File: src/rtl/rgmii_tx_framer.sv
// RGMII transmit byte framer: preamble/SFD, payload, optional pad + CRC-32 FCS, IFG.
// Define TX_FCS_PAD_EN to build the PAD/FCS path; otherwise upstream supplies the FCS.
module rgmii_tx_framer #(
    parameter int IFG_BYTES   = 12,
    parameter int MIN_PAYLOAD = 60
) (
    input  logic       clkIn,
    input  logic       rstIn,
    input  logic [7:0] dataIn,
    input  logic       validIn,
    input  logic       lastIn,
    output logic       readyOut,
    output logic [3:0] txDataRiseOut,
    output logic [3:0] txDataFallOut,
    output logic       txCtrlRiseOut,
    output logic       txCtrlFallOut,
    output logic       busyOut,
    output logic       underrunOut
);
    localparam int CW = $clog2(IFG_BYTES + 1);
    localparam logic [CW-1:0] PRE_LAST = CW'(6);
    localparam logic [CW-1:0] FCS_LAST = CW'(3);
    // The IDLE cycle that follows IFG emits the final idle byte, so IFG runs one short.
    localparam logic [CW-1:0] IFG_LAST = CW'(IFG_BYTES - 2);

    typedef enum logic [2:0] {IDLE, PRE, SFD, DATA, PAD, FCS, ERR, IFG} state_t;

    state_t        state, state_next;
    logic [CW-1:0] seq, seq_next;
    logic [7:0]    tx_byte, byte_next;
    logic          ctrl_rise, ctrl_fall, rise_next, fall_next;
    logic          underrun, underrun_next, busy;

`ifdef TX_FCS_PAD_EN
    localparam logic [5:0] MIN_CNT = 6'(MIN_PAYLOAD);
    localparam logic [5:0] MIN_M1  = 6'(MIN_PAYLOAD - 1);

    logic [5:0]  cnt, cnt_next;
    logic [31:0] crc, crc_next, fcs;

    function automatic logic [31:0] crc_byte(input logic [31:0] c, input logic [7:0] d);
        logic [31:0] r;
        r = c ^ {24'h0, d};
        for (int i = 0; i < 8; i++)
            r = r[0] ? ((r >> 1) ^ 32'hEDB88320) : (r >> 1);
        return r;
    endfunction

    assign fcs = ~crc;
`endif

    assign readyOut      = (state == DATA);
    assign txDataRiseOut = tx_byte[3:0];
    assign txDataFallOut = tx_byte[7:4];
    assign txCtrlRiseOut = ctrl_rise;
    assign txCtrlFallOut = ctrl_fall;
    assign busyOut       = busy;
    assign underrunOut   = underrun;

    always_comb begin
        state_next    = state;
        seq_next      = seq;
        byte_next     = 8'h00;
        rise_next     = 1'b0;
        fall_next     = 1'b0;
        underrun_next = 1'b0;
`ifdef TX_FCS_PAD_EN
        cnt_next      = cnt;
        crc_next      = crc;
`endif
        case (state)
            IDLE: if (validIn) begin
                state_next = PRE;
                seq_next   = '0;
`ifdef TX_FCS_PAD_EN
                cnt_next   = '0;
                crc_next   = '1;
`endif
            end
            PRE: begin
                byte_next = 8'h55;
                rise_next = 1'b1;
                fall_next = 1'b1;
                if (seq == PRE_LAST) begin
                    state_next = SFD;
                    seq_next   = '0;
                end else begin
                    seq_next = seq + 1'b1;
                end
            end
            SFD: begin
                byte_next  = 8'hD5;
                rise_next  = 1'b1;
                fall_next  = 1'b1;
                state_next = DATA;
            end
            DATA: if (validIn) begin
                byte_next = dataIn;
                rise_next = 1'b1;
                fall_next = 1'b1;
`ifdef TX_FCS_PAD_EN
                crc_next  = crc_byte(crc, dataIn);
                if (cnt < MIN_CNT) cnt_next = cnt + 6'd1;
                if (lastIn) begin
                    state_next = (cnt < MIN_M1) ? PAD : FCS;
                    seq_next   = '0;
                end
`else
                if (lastIn) begin
                    state_next = IFG;
                    seq_next   = '0;
                end
`endif
            end else begin
                // Starved mid-frame: the error-marked byte goes out in place of the missing one.
                rise_next     = 1'b1;
                underrun_next = 1'b1;
                state_next    = ERR;
            end
`ifdef TX_FCS_PAD_EN
            PAD: begin
                rise_next = 1'b1;
                fall_next = 1'b1;
                crc_next  = crc_byte(crc, 8'h00);
                if (cnt < MIN_CNT) cnt_next = cnt + 6'd1;
                if (cnt >= MIN_M1) begin
                    state_next = FCS;
                    seq_next   = '0;
                end
            end
            FCS: begin
                byte_next = fcs[{seq[1:0], 3'b000} +: 8];
                rise_next = 1'b1;
                fall_next = 1'b1;
                if (seq == FCS_LAST) begin
                    state_next = IFG;
                    seq_next   = '0;
                end else begin
                    seq_next = seq + 1'b1;
                end
            end
`endif
            // ERR emits the first idle byte of the gap, so IFG resumes the count at one.
            ERR: begin
                state_next = IFG;
                seq_next   = CW'(1);
            end
            IFG: begin
                if (seq == IFG_LAST) state_next = IDLE;
                else                 seq_next   = seq + 1'b1;
            end
            default: state_next = IDLE;
        endcase
    end

    always_ff @(posedge clkIn or posedge rstIn) begin
        if (rstIn) begin
            state     <= IDLE;
            seq       <= '0;
            tx_byte   <= 8'h00;
            ctrl_rise <= 1'b0;
            ctrl_fall <= 1'b0;
            underrun  <= 1'b0;
            busy      <= 1'b0;
`ifdef TX_FCS_PAD_EN
            cnt       <= '0;
            crc       <= '1;
`endif
        end else begin
            state     <= state_next;
            seq       <= seq_next;
            tx_byte   <= byte_next;
            ctrl_rise <= rise_next;
            ctrl_fall <= fall_next;
            underrun  <= underrun_next;
            busy      <= (state_next != IDLE);
`ifdef TX_FCS_PAD_EN
            cnt       <= cnt_next;
            crc       <= crc_next;
`endif
        end
    end
endmodule

File: config.mk
export PLATFORM = sky130hd
export DESIGN_NAME = rgmii_tx_framer
export DESIGN_NICKNAME = d
export VERILOG_FILES = /design/src/rtl/rgmii_tx_framer.sv
export SDC_FILE = /design/constraint.sdc
export NUM_CORES = 1
export LEC_CHECK = 0
export ABC_AREA = 1
export BUFFER_PORTS_ARGS = -buffer_cell sky130_fd_sc_hd__buf_2
export CORE_UTILIZATION = 54
export DETAILED_ROUTE_END_ITERATION = 6
export HOLD_SLACK_MARGIN = 0.08
export PLACE_DENSITY = 0.82
export SLEW_MARGIN = 40
export SYNTH_ARGS = -nofsm -noshare
export SYNTH_HDL_FRONTEND = slang
export SYNTH_SLANG_ARGS = --single-unit
File: constraint.sdc
create_clock -name clkIn -period 2.89 [get_ports clkIn]
set_input_delay 0.7225 -clock clkIn [delete_from_list [all_inputs] [get_ports clkIn]]
set_output_delay 0.7225 -clock clkIn [all_outputs]
set_load 0.03 [all_outputs]
==> Word-level counts from Yosys, hierarchy flattened <==
Index checks and enable logic that the tools add are counted.
{ "classes": {"add_sub_neg": 1, "eq_ne": 11, "mux": 19, "n_reduce_logical": 6} }
{ "ops": {"columns": ["cell", "n"], "rows": [
  ["8-bit case mux with 3 select lines", 1],
  ["4-bit 2-to-1 mux", 5],
  ["4-bit case mux with 5 select lines", 1],
  ["3-bit case mux with 6 select lines", 1],
  ["3-bit 2-to-1 mux", 5],
  ["8-bit 2-to-1 mux", 1],
  ["2-bit inequality test (second input constant)", 4],
  ["3-bit by 2-bit equality test with 1-bit output (second input constant)", 2],
  ["3-bit equality test (second input constant)", 2],
  ["5-bit AND reduction", 1],
  ["5-bit nonzero test", 1],
  ["4-bit by 1-bit adder with 4-bit output (second input constant)", 1],
  ["4-bit by 3-bit equality test with 1-bit output (second input constant)", 1],
  ["4-bit equality test (second input constant)", 1],
  ["1-bit 2-to-1 mux", 4],
  ["3-bit by 1-bit equality test with 1-bit output (second input constant)", 1],
  ["3-bit logical NOT", 1],
  ["3-bit nonzero test", 1],
  ["3-bit OR reduction", 1],
  ["1-bit case mux with 2 select lines", 1],
  ["2-bit OR reduction", 1]
]} }
{ "word_totals": {"register_bits": 19, "inputBits": 12, "output_inout_bits": 13, "elab_cells": 44} }

==> Depth between registers and ports, before layout <==
Gate-level depths: netlist of the first run.
{ "logic_depth": {"ltp_word": 4, "mapped_depth": 9, "depth_no_buf": 9} }

==> Least setup slack after synthesis of the first run <==
No wires, ideal clock.
{ "synth_timing": {"path_kind": "register -> output", "startpoint": "register state[2]", "endpoint": "output port readyOut", "arrival_time_ns": 0.772, "required_ns": 2.168, "path_slack_ns": 1.396, "path_stages_with_launch": 4, "n_path_buf": 0, "path_cell_list": "dfrtp_1 -> inv_2 -> nand2_4 -> nor2_4"} }
{ "synth_between": {"elab_chain_len": 1} }
{ "synth_lines": {"columns": ["element", "line", "rtl"], "rows": [
  ["start: declaration", "28", "state_t state, state_next;"],
  ["start signal: assignment", "170", "state <= state_next;"],
  ["3-bit by 2-bit equality test with 1-bit output", "52", "assign readyOut = (state == DATA);"],
  ["end: declaration", "12", "output logic readyOut,"]
]} }
Every way passes these cells.

==> Final worst setup path of the first run <==
Same ends and word-level chain as after synthesis.

==> summary.md, run 1 <==
| Metric | Value |
|---|---|
| Core area | 0.00158 sq mm |
| Syn-to-layout area delta | 16.5% |
| Post-Syn Area | 950 sq um |
| DP HPWL | 1410 um |
| Signal arrival time at the worst endpoint | 1.27 ns |
| # setup viols final | 0 |
| Port bufs | 24 |
| Footprint of the multi-input gates | 404 sq um |
| First-pass GRT wire length | 3020 um |
| Max-slew headroom | 0.532 |
| HP Class | primary input to asynchronous set/reset pin |
| Synthesized area per cell | 8.19 sq um |
| Endpoints failing hold | 0 |
| CTS Sinks | 19 |
| GRT Residual Overflow | 0 |
| Die Y | 43.9 um |
| Die width | 43.9 um |
| Max IR drop VDD | 0.673 mV |
| Total number of vias | 831 |
| Ratio of final minimum period to clock period | 0.689 |
| Largest net degree at the start of global routing | 20 |
| CTS tree | done |
| Setup crit end | readyOut |
| Setup TNS | 0 ns |
| Die area | 0.00193 sq mm |
| Critical Path Start Type | flip-flop |
| RePlAce Congestion | 0.861 |
| CTS Buffer Depth | 2 |
| Synthesized Nets | 130 |
| CTS buffer count | 3 |
| Vias in the first global route | 742 |
| CP required | 2.17 ns |
| Syn Inst Count | 116 |
| FMAX | 502 MHz |
| Clk slew on worst S/H paths | 0.10 ns |
| Final Net Count | 157 |
| Tot GR Track Use | 0.215 |
| Worst-path maximum fanout | 5 |
| Slew @ Worst Pin | 0.701 ns |
| Share of layout cells above drive strength 1 | 0.289 |
| Setup CP Type | flip-flop to output port |
| Storage cell area | 475 sq um |
| Vias/cell | 5.26 |
| Distinct cell type count of the synthesized netlist | 19 |
| WL/cell | 11.6 um |
| Clk_skew | 0.00202 ns |
| RR Startpoint | seq[0] |
| Sequential share of the synthesized area | 0.501 |
| Antenna Cells | 0 |
| Placed Cells | 154 |
| RSZ-0062 raised after global routing | no |
| Slew Viols, Final | 0 |
| Max-capacitance violation count | 0 |
| # IOs | 25 |
| Number of cell rows | 14 |
| Post-cts resize count | 0 |
| Fin cells | 158 |
| Hold Buf Count CTS | 0 |
| CP Capture Type | output port |
| Skew-Pair Late Insertion Delay | 0.30 ns |
| Post-route ant nets | 0 |
| Drt pass-1 iters | 6 |
| Status | finished with violations |
| Critical path origin | state[2] |
| Residual DRC | 3 |
| Post-CTS setup buffer count | 0 |
| Failing checks | DRC |
| Initial Utilization | 0.602 |
| Synth warn | 0 |
| Starting DRT DRC Count | 53 |
| Reg-to-reg endpoint | busyOut |
| Filler cells | 125 |
| Power Dens Cells | 1050 mW/mm^2 |
| Flops & latches, synth | 19 |
| Leakage | 0.632 nW |
| Tmin final | 1.99 ns |
| R2r setup slk | 1.40 ns |
| CTS HTree Levels | 1 |
| Reg2Reg Depth | 7 |
| Root buffer cell | clkbuf_4 |
| Post-Route WL | 1840 um |
| Initial antenna violation count | 0 |
[registers in the layout (all words and copies together) (netlist names)]
| register | cells |
|---|---|
| txCtrlFallOut | 1 |
| underrunOut | 1 |
| busyOut | 1 |
| state | 3 |
| seq | 4 |
| tx_byte | 8 |
| txCtrlRiseOut | 1 |
[final cells by class]
cell class	count	share of cell area
inverters	16	0.0543
clock buffers	4	0.0238
flip-flops and latches	19	0.430
multi-input cells	79	0.365
repair buffers	24	0.109
well taps	16	0.0181
[cell families (layout without fill, tap and decap cells)]
family,Yosys count,after routing,share of synthesized area
flops,19,19,0.501
xor+xnor,1,1,0.00922
fa+ha+maj,2,2,0.0263
simple gates,65,65,0.315
compound gates,11,11,0.0751
buf+inv,18,44,0.0738
[critical path: stages (launching register included)]
cell     delay, ns
dfrtp_1       0.43
inv_2         0.13
nand2_4       0.08
nor2_4        0.12
buf_2         0.21
[per-layer routing]
| metal | vias to the layer above | track usage | wire length, um |
|---|---|---|---|
| met5 | - | 0 | 0 |
| met4 | 0 | 0.0727 | 21 |
| met3 | 3 | 0.0417 | 154 |
| met2 | 50 | 0.358 | 861 |
| met1 | 365 | 0.281 | 798 |
| li1 | 413 | - | - |
[per-stage QoR]
step	worst slack [ns]	utilization	instance area [sq um]	total power, W	hold slack (ns)
floorplan	1.40	-	950	0.000886	0.482
global placement	1.28	0.685	1080	0.00101	0.510
detailed placement	1.26	0.685	1080	0.00103	0.520
CTS	0.906	0.702	1110	0.00116	0.524
global route	0.856	0.702	1110	0.00124	0.563
finish	0.900	0.702	1110	0.00116	0.513
[where the power goes]
part	switching, W	total [W]	internal (W)	leakage [nW]
Clock	0.0000798	0.000134	0.0000539	0.0150
Sequential	0.0000629	0.000424	0.000361	0.243
Combinational	0.000418	0.000603	0.000185	0.374
Total	0.000560	0.00116	0.000600	0.632
[worst min path at each step]
| stage | slack, ns | startpoint | end | cells past startpoint |
|---|---|---|---|---|
| 5_1_grt | 0.56 | state[0] | tx_byte[7] | 1 |
| 3_3_place_gp | 0.51 | state[0] | tx_byte[7] | 1 |
| 3_5_place_dp | 0.52 | state[0] | tx_byte[7] | 1 |
| 2_1_floorplan | 0.48 | state[0] | tx_byte[7] | 1 |
| 6_report | 0.51 | rstIn | tx_byte[6] | 2 |
| 4_1_cts | 0.52 | rstIn | txCtrlFallOut | 2 |
[synth_stat cells]
cell | n | share of area
a21oi_1 | 2 | 0.011
buf_2 | 2 | 0.011
dfrtp_1 | 19 | 0.50
ha_1 | 2 | 0.026
inv_1 | 11 | 0.043
inv_2 | 5 | 0.020
nand2_1 | 34 | 0.13
nand2_2 | 3 | 0.020
nand2_4 | 2 | 0.024
nand3_1 | 10 | 0.053
nand4_1 | 3 | 0.020
nor2_1 | 10 | 0.040
nor2_2 | 2 | 0.013
nor2_4 | 1 | 0.012
o211ai_1 | 1 | 0.0079
o21a_1 | 4 | 0.032
o21ai_0 | 3 | 0.016
o21ai_2 | 1 | 0.0092
xor2_1 | 1 | 0.0092
[layout by cell type, fill, tap and decap left out, types with 2 or more instances in the layout]
master,netlist,layout
a21oi_1,2,2
buf_2,2,24
clkbuf_4,0,3
dfrtp_1,19,19
ha_1,2,2
inv_1,11,11
inv_2,5,5
nand2_1,34,34
nand2_2,3,3
nand2_4,2,2
nand3_1,10,10
nand4_1,3,3
nor2_1,10,10
nor2_2,2,2
o21a_1,4,4
o21ai_0,3,3
Note: power is estimated with default switching activity, not from simulation.
==> run 2: changes to the inputs <==
--- a/config.mk
+++ b/config.mk
@@ -5,12 +5,13 @@
 export SDC_FILE = /design/constraint.sdc
 export NUM_CORES = 1
 export LEC_CHECK = 0
-export ABC_AREA = 1
+export ABC_AREA = 0
 export BUFFER_PORTS_ARGS = -buffer_cell sky130_fd_sc_hd__buf_2
-export CORE_UTILIZATION = 54
+export CORE_ASPECT_RATIO = 1.4
+export CORE_UTILIZATION = 45
 export DETAILED_ROUTE_END_ITERATION = 6
 export HOLD_SLACK_MARGIN = 0.08
-export PLACE_DENSITY = 0.82
+export PLACE_DENSITY = 0.74
 export SLEW_MARGIN = 40
 export SYNTH_ARGS = -nofsm -noshare
 export SYNTH_HDL_FRONTEND = slang
==> constraint.sdc (replaced) <==
create_clock -name clkIn -period 1.7 [get_ports clkIn]
set_input_delay 0.425 -clock clkIn [delete_from_list [all_inputs] [get_ports clkIn]]
set_output_delay 0.425 -clock clkIn [all_outputs]
set_load 0.03 [all_outputs]
==> summary.md, run 2 <==
| Metric | Value |
|---|---|
| Die width | 40.8 um (-7.2%) |
| Synthesized Nets | 104 (-20%) |
| Skew-Pair Late Insertion Delay | 0.30 ns (about the same) |
| Residual DRC | 0 (-3) |
| WL/cell | 13.7 um (+18%) |
| Slew @ Worst Pin | 0.422 ns (-0.279 ns) |
| Signal arrival time at the worst endpoint | 1.26 ns (about the same) |
| Slew Viols, Final | 0 (unchanged) |
| Setup CP Type | flip-flop to output port |
| Flops & latches, synth | 19 (unchanged) |
| Top Registers | tx_byte: 8 flops, seq: 4 flops, state: 3 flops |
| Max IR drop VDD | 0.703 mV (+4.4%) |
| Post-synth EDFFs | 0 (unchanged) |
| HP Class | primary input to asynchronous set/reset pin |
| Max-slew headroom | 0.718 (+0.186) |
| Sequential share of the synthesized area | 0.503 (+0.00199) |
| CP max stage delay | 0.41 ns (-0.02 ns) |
| Synth warn | 0 (unchanged) |
| Design Area, Final | 0.00121 sq mm (+9.8%) |
| Filler cells | 165 (+32%) |
| Core Util, Final | 0.616 (-0.0859) |
| Vias in the first global route | 802 (+8.1%) |
| Post-synth top cells | dfrtp_1 (19), nor2_1 (8), a21oi_1 (7), nand2_1 (7), inv_1 (5) |
| Root buffer cell | clkbuf_4 |
| Tmin final | 1.69 ns |
| CTS HTree Levels | 1 (unchanged) |
| Clk_skew | 0.00118 ns (-0.000843 ns) |
| Largest net degree at the start of global routing | 20 (unchanged) |
| Pwr Total | 0.00184 W (+58%) |
| Die Y | 56.2 um (+28%) |
| CTS Sinks | 19 (unchanged) |
| Status | completed |
| Die area | 0.00229 sq mm (+19%) |
| Most flops, register | tx_byte |
| Post-Syn Area | 946 sq um (-0.40%) |
| RSZ-0062 raised after global routing | yes |
| Initial antenna violation count | 0 (unchanged) |
| Syn Inst Count | 90 (-22%) |
| Worst-path maximum fanout | 13 (+8) |
| Final WS setup | 0.0110 ns (-0.889 ns) |
| Leading area contributor after synthesis | dfrtp_1 |
| Final Net Count | 141 (-10%) |
| Top-count cell post-synth | dfrtp_1 |
| Number of cell rows | 19 (+5) |
| Worst setup slack after placement | 0.0924 ns (-1.17 ns) |
| Post-synth ARST share | 1.00 (unchanged) |
| Share of layout cells above drive strength 1 | 0.405 (+0.116) |
| CTS Buffer Depth | 2 (unchanged) |
| CTS buffer count | 3 (unchanged) |
| Max-capacitance violation count | 0 (unchanged) |
| DP HPWL | 1390 um (-0.94%) |
| Placed Cells | 137 (-11%) |
| Ratio of final minimum period to clock period | 0.994 |
| RePlAce Congestion | 0.891 (+3.4%) |
| First-pass GRT wire length | 3150 um (+4.3%) |
| Port bufs | 24 (unchanged) |
| Antenna Cells | 0 (unchanged) |
| Drt pass-1 iters | 4 (-2) |
| Synth top area cells | dfrtp_1 (50%), a21oi_1 (3.7%), nor2_1 (3.2%) |
| CP max-delay cell | dfrtp_1 |
| Most common flop cell mapped by yosys | dfrtp_1 |
| CP required | 1.27 ns (-0.90 ns) |
| CP Capture Type | output port |
| Leakage | 0.608 nW (-3.8%) |
| GRT Residual Overflow | 0 (unchanged) |
| Post-Route WL | 2010 um (+9.5%) |
| Syn-to-layout area delta | 28.4% |
| Cells along the critical path | buf_4 -> and3b_2 -> buf_6 |
| Initial Utilization | 0.479 (-0.123) |
| Most frequent cells in the layout | buf_2 (23), dfrtp_1 (19), buf_4 (10) |
| Most common cell after layout, fill and taps aside | buf_2 |
| Distinct cell type count of the synthesized netlist | 37 (+18) |
| Total number of vias | 839 (+0.96%) |
| # setup viols final | 0 (unchanged) |
| Core area | 0.00197 sq mm (+25%) |
| FMAX | 592 MHz |
| CTS tree | done |
| Endpoints failing hold | 0 (unchanged) |
| Tot GR Track Use | 0.198 (-0.0168) |
| # IOs | 25 (unchanged) |
| Clk slew on worst S/H paths | 0.11 ns (about the same) |
| Synthesized area per cell | 10.5 sq um (+28%) |
| Vias/cell | 5.71 (+8.5%) |
| Starting DRT DRC Count | 15 (-72%) |
| Power Dens Cells | 1510 mW/mm^2 (+44%) |
| Post-route ant nets | 0 (unchanged) |
| Fin cells | 147 (-7.0%) |
| Post-DP Area | 0.00112 sq mm (+3.7%) |
| Critical Path Start Type | flip-flop |
| Max reg flops | 8 (unchanged) |
| Yosys top cell area share | 0.503 (+0.00199) |
## run 2: cell count changes after synthesis, moves of 4 or more
cell     delta
nand2_1    -27
o21a_1      -4
a21oi_1     +5
inv_2       -5
inv_1       -6
nand3_1     -9
## run 2: critical path: cells and delay by family, from the launching register on
family	cells	cell delay [ns]
flip-flops	1	0.41
buffers and inverters	2	0.33
AND/OR/NAND/NOR	1	0.22
## run 2: worst paths after layout
check                           from           to  slack [ns]  cells after the start
hold reg to reg               seq[0]       seq[0]        0.59                      2
max in group asynchronous      rstIn  underrunOut        1.39                      3
hold / removal                 rstIn       seq[0]        0.12                      3
setup / recovery            state[1]     readyOut        0.01                      3
min in group clkIn         dataIn[1]   tx_byte[1]        0.35                      2
setup reg to reg            state[2]       seq[1]        0.02                      5
## run 2: where the power goes
| part | internal (W) | leakage [nW] | switching (W) |
|---|---|---|---|
| combinational | 0.000389 | 0.360 | 0.000542 |
| clock | 0.0000916 | 0.0150 | 0.000144 |
| sequential | 0.000592 | 0.232 | 0.0000759 |
## run 2: cells by family (layout without fill, tap and decap cells)
| family | count (synthesis) | after routing | synth area share |
|---|---|---|---|
| multiplexers | 1 | 1 | 0.0159 |
| AND/OR/NAND/NOR | 37 | 37 | 0.247 |
| flip-flops | 19 | 19 | 0.503 |
| AO/OA/AOI/OAI | 21 | 21 | 0.161 |
| buffers and inverters | 10 | 46 | 0.0463 |
| adder cells (fa/ha/maj) | 2 | 2 | 0.0265 |
## run 2: layer usage
| metal | track usage | up-vias | part of all wire |
|---|---|---|---|
| met4 | 0.124 | 0 | 0.031 |
| met3 | 0.0440 | 9 | 0.059 |
| li1 | - | 393 | - |
| met2 | 0.327 | 37 | 0.53 |
| met1 | 0.208 | 400 | 0.38 |
| met5 | 0 | - | 0 |
## run 2: final cells by class
type,instances,area [sq um],area share
Clock buffer,4,26.3,0.0216
Inverter,5,18.8,0.0154
Multi-Input combinational cell,61,433,0.356
Sequential cell,19,475,0.391
Tap cell,21,26.3,0.0216
Timing Repair Buffer,37,235,0.194
## run 2: stage by stage
| step | hold slack [ns] | TNS, ns |
|---|---|---|
| CTS | 0.125 | 0 |
| floorplan | 0.376 | 0 |
| detailed placement | 0.460 | 0 |
| global placement | 0.452 | 0 |
| global route | 0.141 | -0.0526 |
| finish | 0.117 | 0 |
## run 2: repair_timing
| item | CTS | global route |
|---|---|---|
| setup endpoints to repair | 1 | 2 |
| hold buffers | 0 | 0 |
| pin swaps | 0 | 2 |
| gates resized for setup | 3 | 4 |
| buffers inserted | 3 | 3 |
